===== src/rtl/dmem_ctrl_if.sv =====
// Bus interfaces for dmem_ctrl: core-side load/store port and word-wide
// memory port. Names follow the core/memory signal names.

interface dcore_if;
   logic        dreq;
   logic        dwrite;
   logic [31:0] daddr;
   logic [1:0]  dsize;
   logic [31:0] dwdata;
   logic [31:0] drdata;
   logic        dready_n;
   logic        dbusy;
   logic        derr;

   // Core drives requests, controller answers.
   modport master (output dreq, dwrite, daddr, dsize, dwdata,
                   input  drdata, dready_n, dbusy, derr);
   modport slave  (input  dreq, dwrite, daddr, dsize, dwdata,
                   output drdata, dready_n, dbusy, derr);
endinterface

interface dmem_if;
   logic        mem_req;
   logic        mem_we;
   logic [29:0] mem_addr;
   logic [3:0]  mem_be;
   logic [31:0] mem_wdata;
   logic [31:0] mem_rdata;
   logic        mem_ack;

   // Controller is the master of the memory handshake.
   modport master (output mem_req, mem_we, mem_addr, mem_be, mem_wdata,
                   input  mem_rdata, mem_ack);
   modport slave  (input  mem_req, mem_we, mem_addr, mem_be, mem_wdata,
                   output mem_rdata, mem_ack);
endinterface


===== src/rtl/dmem_ctrl.sv =====
// Data-memory bus controller: one load/store at a time, byte-lane steering,
// alignment check and bounded wait on the memory ack. All outputs registered.

module dmem_ctrl #(
   parameter int unsigned TIMEOUT = 255   // legal 1..255
) (
   input logic    clk,
   input logic    rst,          // asynchronous, active low
   dcore_if.slave core,
   dmem_if.master mem
);

   typedef enum logic [1:0] {IDLE, ACCESS, RESP} state_e;

   localparam logic [7:0] CNT_MAX = 8'(TIMEOUT - 1);

   state_e      state_q, state_d;
   logic [7:0]  cnt_q, cnt_d;
   logic        err_d;
   logic        tout_d;

   logic [1:0]  size_q;
   logic [1:0]  off_q;
   logic        we_q;
   logic [29:0] addr_q;
   logic [3:0]  be_q;
   logic [31:0] wdata_q;
   logic [31:0] drdata_q;
   logic        dready_n_q;
   logic        dbusy_q;
   logic        derr_q;
   logic        mreq_q;

   logic        misalign;
   logic [3:0]  be_n;
   logic [31:0] wdata_n;
   logic [31:0] rd_shift;
   logic [31:0] rd_val;

   // Alignment check and lane steering from the live core request.
   always_comb begin
      misalign = 1'b0;
      be_n     = 4'b0000;
      wdata_n  = 32'h0;
      unique case (core.dsize)
         2'b00: begin
            be_n    = 4'b0001 << core.daddr[1:0];
            wdata_n = {4{core.dwdata[7:0]}};
         end
         2'b01: begin
            misalign = core.daddr[0];
            be_n     = core.daddr[1] ? 4'b1100 : 4'b0011;
            wdata_n  = {2{core.dwdata[15:0]}};
         end
         2'b10: begin
            misalign = (core.daddr[1:0] != 2'b00);
            be_n     = 4'b1111;
            wdata_n  = core.dwdata;
         end
         default: misalign = 1'b1;
      endcase
   end

   // Right-justify and zero-extend the returned word per latched size.
   always_comb begin
      rd_shift = mem.mem_rdata >> {off_q, 3'b000};
      unique case (size_q)
         2'b00:   rd_val = {24'h0, rd_shift[7:0]};
         2'b01:   rd_val = {16'h0, rd_shift[15:0]};
         default: rd_val = rd_shift;
      endcase
   end

   // FSM state and wait counter registers.
   always_ff @(posedge clk or negedge rst) begin
      if (!rst) begin
         state_q <= IDLE;
         cnt_q   <= 8'd0;
      end else begin
         state_q <= state_d;
         cnt_q   <= cnt_d;
      end
   end

   // Next-state logic; an ack on the final wait cycle beats the timeout.
   always_comb begin
      state_d = state_q;
      cnt_d   = cnt_q;
      err_d   = 1'b0;
      tout_d  = 1'b0;
      unique case (state_q)
         IDLE: begin
            if (core.dreq) begin
               if (misalign) begin
                  state_d = RESP;
                  err_d   = 1'b1;
               end else begin
                  state_d = ACCESS;
                  cnt_d   = 8'd0;
               end
            end
         end
         ACCESS: begin
            if (mem.mem_ack) begin
               state_d = RESP;
            end else if (cnt_q == CNT_MAX) begin
               state_d = RESP;
               err_d   = 1'b1;
               tout_d  = 1'b1;
            end else begin
               cnt_d = cnt_q + 8'd1;
            end
         end
         RESP:    state_d = IDLE;
         default: state_d = IDLE;
      endcase
   end

   // Registered outputs and the latched request.
   always_ff @(posedge clk or negedge rst) begin
      if (!rst) begin
         size_q     <= 2'b00;
         off_q      <= 2'b00;
         we_q       <= 1'b0;
         addr_q     <= 30'h0;
         be_q       <= 4'h0;
         wdata_q    <= 32'h0;
         drdata_q   <= 32'h0;
         dready_n_q <= 1'b1;
         dbusy_q    <= 1'b0;
         derr_q     <= 1'b0;
         mreq_q     <= 1'b0;
      end else begin
         mreq_q     <= (state_d == ACCESS);
         dbusy_q    <= (state_d == ACCESS);
         dready_n_q <= (state_d != RESP);
         if (state_d == RESP) derr_q <= err_d;
         if (state_q == IDLE && core.dreq) begin
            size_q  <= core.dsize;
            off_q   <= core.daddr[1:0];
            we_q    <= core.dwrite;
            addr_q  <= core.daddr[31:2];
            be_q    <= be_n;
            wdata_q <= wdata_n;
         end
         if (state_q == ACCESS && mem.mem_ack) begin
            if (!we_q) drdata_q <= rd_val;
         end else if (tout_d) begin
            drdata_q <= 32'h0;
         end
      end
   end

   assign core.drdata   = drdata_q;
   assign core.dready_n = dready_n_q;
   assign core.dbusy    = dbusy_q;
   assign core.derr     = derr_q;
   assign mem.mem_req   = mreq_q;
   assign mem.mem_we    = we_q;
   assign mem.mem_addr  = addr_q;
   assign mem.mem_be    = be_q;
   assign mem.mem_wdata = wdata_q;

endmodule


===== src/flat_wrapper.sv =====
// flat-port wrapper written by rule: the top's interface ports become plain ports
module dmem_ctrl_flat 
#(
   parameter int unsigned TIMEOUT = 255                  
)
  (clk, rst, core_dreq, core_dwrite, core_daddr, core_dsize, core_dwdata, core_drdata, core_dready_n, core_dbusy, core_derr, mem_mem_req, mem_mem_we, mem_mem_addr, mem_mem_be, mem_mem_wdata, mem_mem_rdata, mem_mem_ack);
  dcore_if core_i ();
  dmem_if mem_i ();
  input logic clk;
  input logic rst;
  input wire logic [$bits(core_i.dreq)-1:0] core_dreq;
  input wire logic [$bits(core_i.dwrite)-1:0] core_dwrite;
  input wire logic [$bits(core_i.daddr)-1:0] core_daddr;
  input wire logic [$bits(core_i.dsize)-1:0] core_dsize;
  input wire logic [$bits(core_i.dwdata)-1:0] core_dwdata;
  output wire logic [$bits(core_i.drdata)-1:0] core_drdata;
  output wire logic [$bits(core_i.dready_n)-1:0] core_dready_n;
  output wire logic [$bits(core_i.dbusy)-1:0] core_dbusy;
  output wire logic [$bits(core_i.derr)-1:0] core_derr;
  output wire logic [$bits(mem_i.mem_req)-1:0] mem_mem_req;
  output wire logic [$bits(mem_i.mem_we)-1:0] mem_mem_we;
  output wire logic [$bits(mem_i.mem_addr)-1:0] mem_mem_addr;
  output wire logic [$bits(mem_i.mem_be)-1:0] mem_mem_be;
  output wire logic [$bits(mem_i.mem_wdata)-1:0] mem_mem_wdata;
  input wire logic [$bits(mem_i.mem_rdata)-1:0] mem_mem_rdata;
  input wire logic [$bits(mem_i.mem_ack)-1:0] mem_mem_ack;
  assign core_i.dreq = core_dreq;
  assign core_i.dwrite = core_dwrite;
  assign core_i.daddr = core_daddr;
  assign core_i.dsize = core_dsize;
  assign core_i.dwdata = core_dwdata;
  assign core_drdata = core_i.drdata;
  assign core_dready_n = core_i.dready_n;
  assign core_dbusy = core_i.dbusy;
  assign core_derr = core_i.derr;
  assign mem_mem_req = mem_i.mem_req;
  assign mem_mem_we = mem_i.mem_we;
  assign mem_mem_addr = mem_i.mem_addr;
  assign mem_mem_be = mem_i.mem_be;
  assign mem_mem_wdata = mem_i.mem_wdata;
  assign mem_i.mem_rdata = mem_mem_rdata;
  assign mem_i.mem_ack = mem_mem_ack;
  dmem_ctrl #(.TIMEOUT(TIMEOUT)) u_core (.clk(clk), .rst(rst), .core(core_i), .mem(mem_i));
endmodule

===== config.mk =====
export PLATFORM = sky130hd
export DESIGN_NAME = dmem_ctrl_flat
export DESIGN_NICKNAME = d
export VERILOG_FILES = /design/src/rtl/dmem_ctrl_if.sv /design/src/rtl/dmem_ctrl.sv /design/src/flat_wrapper.sv
export SDC_FILE = /design/constraint.sdc
export NUM_CORES = 1
export LEC_CHECK = 0
export CAP_MARGIN = 20
export CORE_MARGIN = 2
export CORE_UTILIZATION = 50
export DETAILED_ROUTE_END_ITERATION = 10
export DONT_BUFFER_PORTS = 1
export PLACE_DENSITY_LB_ADDON = 0.25
export SETUP_SLACK_MARGIN = 0.1
export SLEW_MARGIN = 40
export SYNTH_ARGS = -nofsm -noshare
export SYNTH_HDL_FRONTEND = slang
export SYNTH_SLANG_ARGS = --single-unit

===== constraint.sdc =====
create_clock -name clk -period 1.6 [get_ports clk]
set_input_delay 0.16 -clock clk [delete_from_list [all_inputs] [get_ports clk]]
set_output_delay 0.16 -clock clk [all_outputs]
set_load 0.01 [all_outputs]

# Word-level counts from Yosys, hierarchy flattened
# Cells that the tools add are included.
[classes]
eq_ne = 13
muxes = 24
n_reduce_logical = 10
shifts = 2
n_addsub = 1
[ops]
columns = ["op", "count"]
rows = [
  ["two-way mux 32 bit", 3],
  ["case mux 32 bit (3 select lines)", 1],
  ["case mux 32 bit (2 select lines)", 1],
  ["two-way mux 8 bit", 4],
  ["right shift 32 x 5 -> 32 bit", 1],
  ["case mux 8 bit (2 select lines)", 1],
  ["inequality test 2 bit (second input constant)", 6],
  ["case mux 4 bit (3 select lines)", 1],
  ["adder 8 x 1 -> 8 bit (second input constant)", 1],
  ["== test 2 x 1 -> 1 bit (second input constant)", 4],
  ["== test 8 bit (second input constant)", 1],
  ["two-way mux 2 bit", 4],
  ["zero test 2 bit", 3],
  ["nonzero test 2 bit", 3],
  ["two-way mux 1 bit", 5],
  ["AND reduction 5 bit", 1],
  ["== test 2 bit (second input constant)", 2],
  ["two-way mux 4 bit", 1],
  ["case mux 2 bit (2 select lines)", 1],
  ["<< shifter 1 x 2 -> 4 bit (first input constant)", 1],
  ["case mux 1 bit (3 select lines)", 1],
  ["logical AND 1 bit", 2],
  ["case mux 1 bit (2 select lines)", 1],
  ["AND reduction 2 bit", 1],
]
[totals]
inputBits = 103
elab_cells = 62
regBits = 116
out_inout_bits = 103

# Longest topological paths before layout
[logic_depth]
ltp_word = 6
mapped_depth = 8
ltp_nobuf = 6

# Least setup slack after synthesis
# No wires, ideal clock.
[synth_timing]
path_kind = "reg-to-reg"
from = "reg u_core.cnt_q[0]"
to = "reg u_core.drdata_q[28] (netlist: u_core.core.drdata[28])"
required_ps = 1466
path_stages_with_launch = 9
n_path_buf = 2
setup_slack_ps = -65
setup_time_ps = 134
arrival_time_ps = 1531
period_less_slack_ps = 1665
cell_sequence = "dfrtp_1 inv_1 ha_1 nand3_1 o32a_1 buf_2 clkbuf_1 nand2_1 o21ai_0"
[synth_between]
elab_chain_cells = 6
[synth_lines]
columns = ["element", "line", "text"]
rows = [
  ["start: declaration", "dmem_ctrl.sv:18", "logic [7:0] cnt_q, cnt_d;"],
  ["start signal: assignment", "dmem_ctrl.sv:81", "cnt_q <= cnt_d;"],
  ["== test 8 bit", "dmem_ctrl.sv:106", "end else if (cnt_q == CNT_MAX) begin"],
  ["two-way mux 1 bit", "dmem_ctrl.sv:106", ""],
  ["two-way mux 1 bit", "dmem_ctrl.sv:104", "if (mem.mem_ack) begin"],
  ["two-way mux 1 bit", "dmem_ctrl.sv:91", "unique case (state_q)"],
  ["nonzero test 2 bit (no line)", "-", ""],
  ["AND reduction 2 bit (no line)", "-", ""],
  ["end signal: assignment", "dmem_ctrl.sv:147", "if (!we_q) drdata_q <= rd_val;"],
  ["end: declaration", "dmem_ctrl.sv:28", "logic [31:0] drdata_q;"],
]
# Every way passes these cells.
# A chain may end at the register's enable or synchronous reset.

# Final worst setup path
[layout_timing]
from = "reg u_core.state_q[1]"
to = "reg u_core.drdata_q[19] (netlist: u_core.core.drdata[19])"
[layout_between]
elab_chain_cells = 4
word_cells_on_any_way = 7
classes_between = "2 x eq/ne; 2 x mux; 3 x reduce/logical"
[layout_lines]
columns = ["element", "line", "text"]
rows = [
  ["start: declaration", "dmem_ctrl.sv:17", "state_e state_q, state_d;"],
  ["start signal: assignment", "dmem_ctrl.sv:80", "state_q <= state_d;"],
  ["== test 2 x 1 -> 1 bit (*)", "dmem_ctrl.sv:91, dmem_ctrl.sv:146", ""],
  ["logical AND 1 bit or two-way mux 1 bit (tied branches)", "dmem_ctrl.sv:146, dmem_ctrl.sv:91", ""],
  ["inequality test 2 bit (no line) or nonzero test 2 bit (tied branches)", "-", ""],
  ["AND reduction 2 bit (no line)", "-", ""],
]
# Every way passes the cells marked *; elsewhere a longest branch is shown, timed or not.

==> flow_summary.json <==
{
  "status": "finished with violations",
  "violations": "negative hold slack, negative setup slack",
  "holdBufCountCts": 88,
  "finalMaxSlewViolations": 0,
  "power_frac_comb_pct": 24.1,
  "cts_made_buffers": 17,
  "grt_pass1_vias": 4946,
  "start_kind": "flop",
  "layout.nets": 800,
  "peakVddDrop_mv": 0.905,
  "pwr-share-clk_pct": 34.2,
  "p_leak_uw": 0.00346,
  "cap_violations": 0,
  "yosys-top-cells-area": "dfrtp_1 (55%), nand2_1 (14%), mux2i_1 (4.8%)",
  "required_ns": 2.03,
  "p_per_area_nw_per_um2": 1410,
  "root_buffer": "clkbuf_8",
  "grt_overflow": 0,
  "ant_nets": 0,
  "avgSynthCellArea_um2": 9.13,
  "period_minus_slack_ns": 1.65,
  "area_growth_pct": 45.9,
  "cp_max_fo": 32,
  "grt_pass1_wl_um": 25100,
  "crit_type": "flop to flop",
  "multi_input_area_um2": 2420,
  "synth-seq-cells": 116,
  "hpwl_um": 9280,
  "vias_per_cell": 5.85,
  "synth_cells": 576,
  "max_stage_delay_ns": 0.40,
  "seq_area_frac_synth_pct": 55.2,
  "critPathBufInv": 1,
  "max-slew-margin-rel_pct": 65.4,
  "cts.sinks": 116,
  "cts_tree": "yes",
  "drtIter0Drc": 516,
  "setup_violations": 11,
  "drc": 0,
  "synth_nets": 681,
  "die_h_um": 107,
  "die_x_um": 107,
  "synth_top_area_share_pct": 54.7,
  "grt_use_total_pct": 28.8,
  "switchingPower_uw": 3650,
  "grt_max_degree": 117,
  "clock_latency_ns": 0.52,
  "num_rows": 37,
  "worst_hold_slack_ns": -0.660,
  "ff_latch_area_um2": 2900,
  "drt_wl_total_um": 17800,
  "coreArea_um2": 10300,
  "intPower_uw": 7150,
  "clockBufferDepth": 2,
  "port_buffers": 0,
  "yosysWarnings": 0,
  "avgRoutedWirePerCell_um": 21.1,
  "place.gp.congestion": 0.851,
  "tightest_slew_ns": 0.519,
  "firstDrtPassIters": 5,
  "pwr-share-seq_pct": 41.7,
  "antenna_found_initial": 0,
  "vias": 4934,
  "crit_slowest_cell": "o32a_4",
  "n_fill_cell": 679,
  "synth_cell_types": 36,
  "rrSetupSlack_ns": -0.05,
  "ios": 206,
  "clock_skew_ns": 0.00752,
  "swShare_pct": 33.8,
  "hold_path_class": "input pin to asynchronous set/reset pin",
  "diodes": 0,
  "synth_area_leader_cell": "dfrtp_1",
  "path_clk_slew_ns": 0.06,
  "cts_max_level": 4,
  "fin_ws_ns": -0.0475,
  "crit_chain": "or3b_4, o32a_4, buf_12, o31ai_4",
  "syn_area_um2": 5260,
  "worstPathArrival_ns": 2.08,
  "critPathCaptureType": "flop",
  "fmax_mhz": 607,
  "final_util_pct": 74.7,
  "drive_gt1_share_pct": 18.2,
  "path_delay_family": "compound AO/OA/AOI/OAI gates",
  "period_share_pct": 103,
  "dieArea_um2": 11400,
  "start_util_pct": 51.2,
  "hold_viol_final": 116,
  "rsz0062_at_grt": "yes",
  "dp_slack_ns": -0.0950
}
[power groups by stage]
stage                     clock, µW  combinational [µW]  sequential, µW
final                          3690                2610            4500
after global routing           3890                2820            4560
after global placement            0                1610            4500
after detailed placement          0                1690            4500
after floorplan                   0                1300            4310
after CTS                      3740                1970            4470
[layout make-up]
type / instances / area share, %
clock inverters: 14 / 1.97
repair buffers: 137 / 20.6
well taps: 136 / 2.22
multi-input cells: 418 / 31.5
flip-flops and latches: 116 / 37.9
clock buffers: 18 / 5.58
inverters: 5 / 0.245
[worst reg2reg max path, stage by stage (launching register included)]
cell,delay [ns]
dfrtp_1,0.38
or3b_4,0.38
o32a_4,0.40
buf_12,0.18
o31ai_4,0.23
[through the flow]
step / setup TNS, ns / power (µW) / hold slack (ns) / instances / instance area [µm²]
2_1_floorplan: 0 / 5610 / -0.136 / 576 / 5310
3_3_place_gp: -0.188 / 6110 / -0.132 / 700 / 5530
3_5_place_dp: -1.43 / 6190 / -0.131 / 700 / 5530
4_1_cts: -0.179 / 10200 / -0.676 / 824 / 7100
5_1_grt: -2.36 / 11300 / -0.686 / 844 / 7670
6_report: -0.236 / 10800 / -0.660 / 844 / 7670
[state kept, by name (all words and copies together) (netlist names)]
name / count
u_core.state_q: 2
u_core.mem.mem_be: 4
u_core.core.dready_n: 1
u_core.off_q: 2
u_core.mem.mem_wdata: 32
u_core.mem.mem_we: 1
u_core.core.dbusy: 1
u_core.cnt_q: 8
u_core.core.drdata: 32
u_core.mem.mem_addr: 30
u_core.core.derr: 1
u_core.size_q: 2
[layer usage]
metal / up-vias / global-route usage [%] / routed length (µm)
li1: 2185 / - / -
met5: - / 0 / 0
met2: 296 / 49.3 / 9120
met3: 68 / 8.71 / 1550
met4: 0 / 12.2 / 658
met1: 2385 / 33.5 / 6460
[cell usage after synthesis]
library cell  instances
o21ai_0              47
a21oi_1              16
o31ai_1               8
nand3b_1              2
buf_1                 4
inv_1                 5
ha_1                  2
o2111ai_1             2
mux2i_1              25
buf_4                 1
or3b_1                1
nand2_1             193
nand3_1               9
nor4b_2               1
nor2_1               52
o211ai_1             10
a211oi_1              8
o32a_1                1
xor2_1                3
o2bb2ai_1             7
o21a_1                1
and4_1                1
nand4_2               1
and2_1                4
dfrtp_1             115
buf_6                 1
clkbuf_2              1
o22ai_1               2
mux2_2                8
clkbuf_1             22
or3_1                 3
buf_2                 8
nor3b_2               1
a221oi_1              8
nor2b_1               2
dfstp_2               1
[layout by cell type (no fill, tap or decap), types with 6 or more instances in the layout]
cell type and count:
nand2_1 187, dfrtp_1 115, dlygate4sd3_1 88, nor2_1 50, mux2i_1 25, clkbuf_16 25
o21ai_0 24, o21ai_1 22, buf_4 22, a21oi_1 15, o211ai_1 10, buf_12 9
mux2_2 8, o2bb2ai_1 7, nand3_1 6, a221oi_2 6
[cells by family (layout without fill, tap and decap cells)]
group	Yosys count	in the layout	synth area share (%)
fa+ha+maj	2	2	0.476
mux	33	33	6.47
buf+inv	42	174	3.43
flops	116	116	55.2
simple gates	270	270	20.8
xor+xnor	3	3	0.500
compound gates	110	110	13.1
[final timing paths]
path | end | depth (start not counted) | start
max | u_core.core.drdata[19] | 4 | u_core.state_q[1]
min | u_core.mem.mem_wdata[30] | 0 | rst
min in group clk | u_core.mem.mem_wdata[15] | 4 | core_dwdata[7]
min reg2reg | u_core.size_q[0] | 2 | u_core.size_q[0]
max reg2reg | u_core.core.drdata[19] | 4 | u_core.state_q[1]
max in group asynchronous | u_core.core.dready_n | 0 | rst
[what timing repair did]
action | in CTS | in global routing
endpoints found under the setup margin | 60 | 85
gates resized for setup | 12 | 57
gates cloned | 1 | 12
buffers inserted | 3 | 8
endpoints found under the hold margin | 219 | 116
pin swaps | 4 | 22
(Power assumes the default switching activity.)
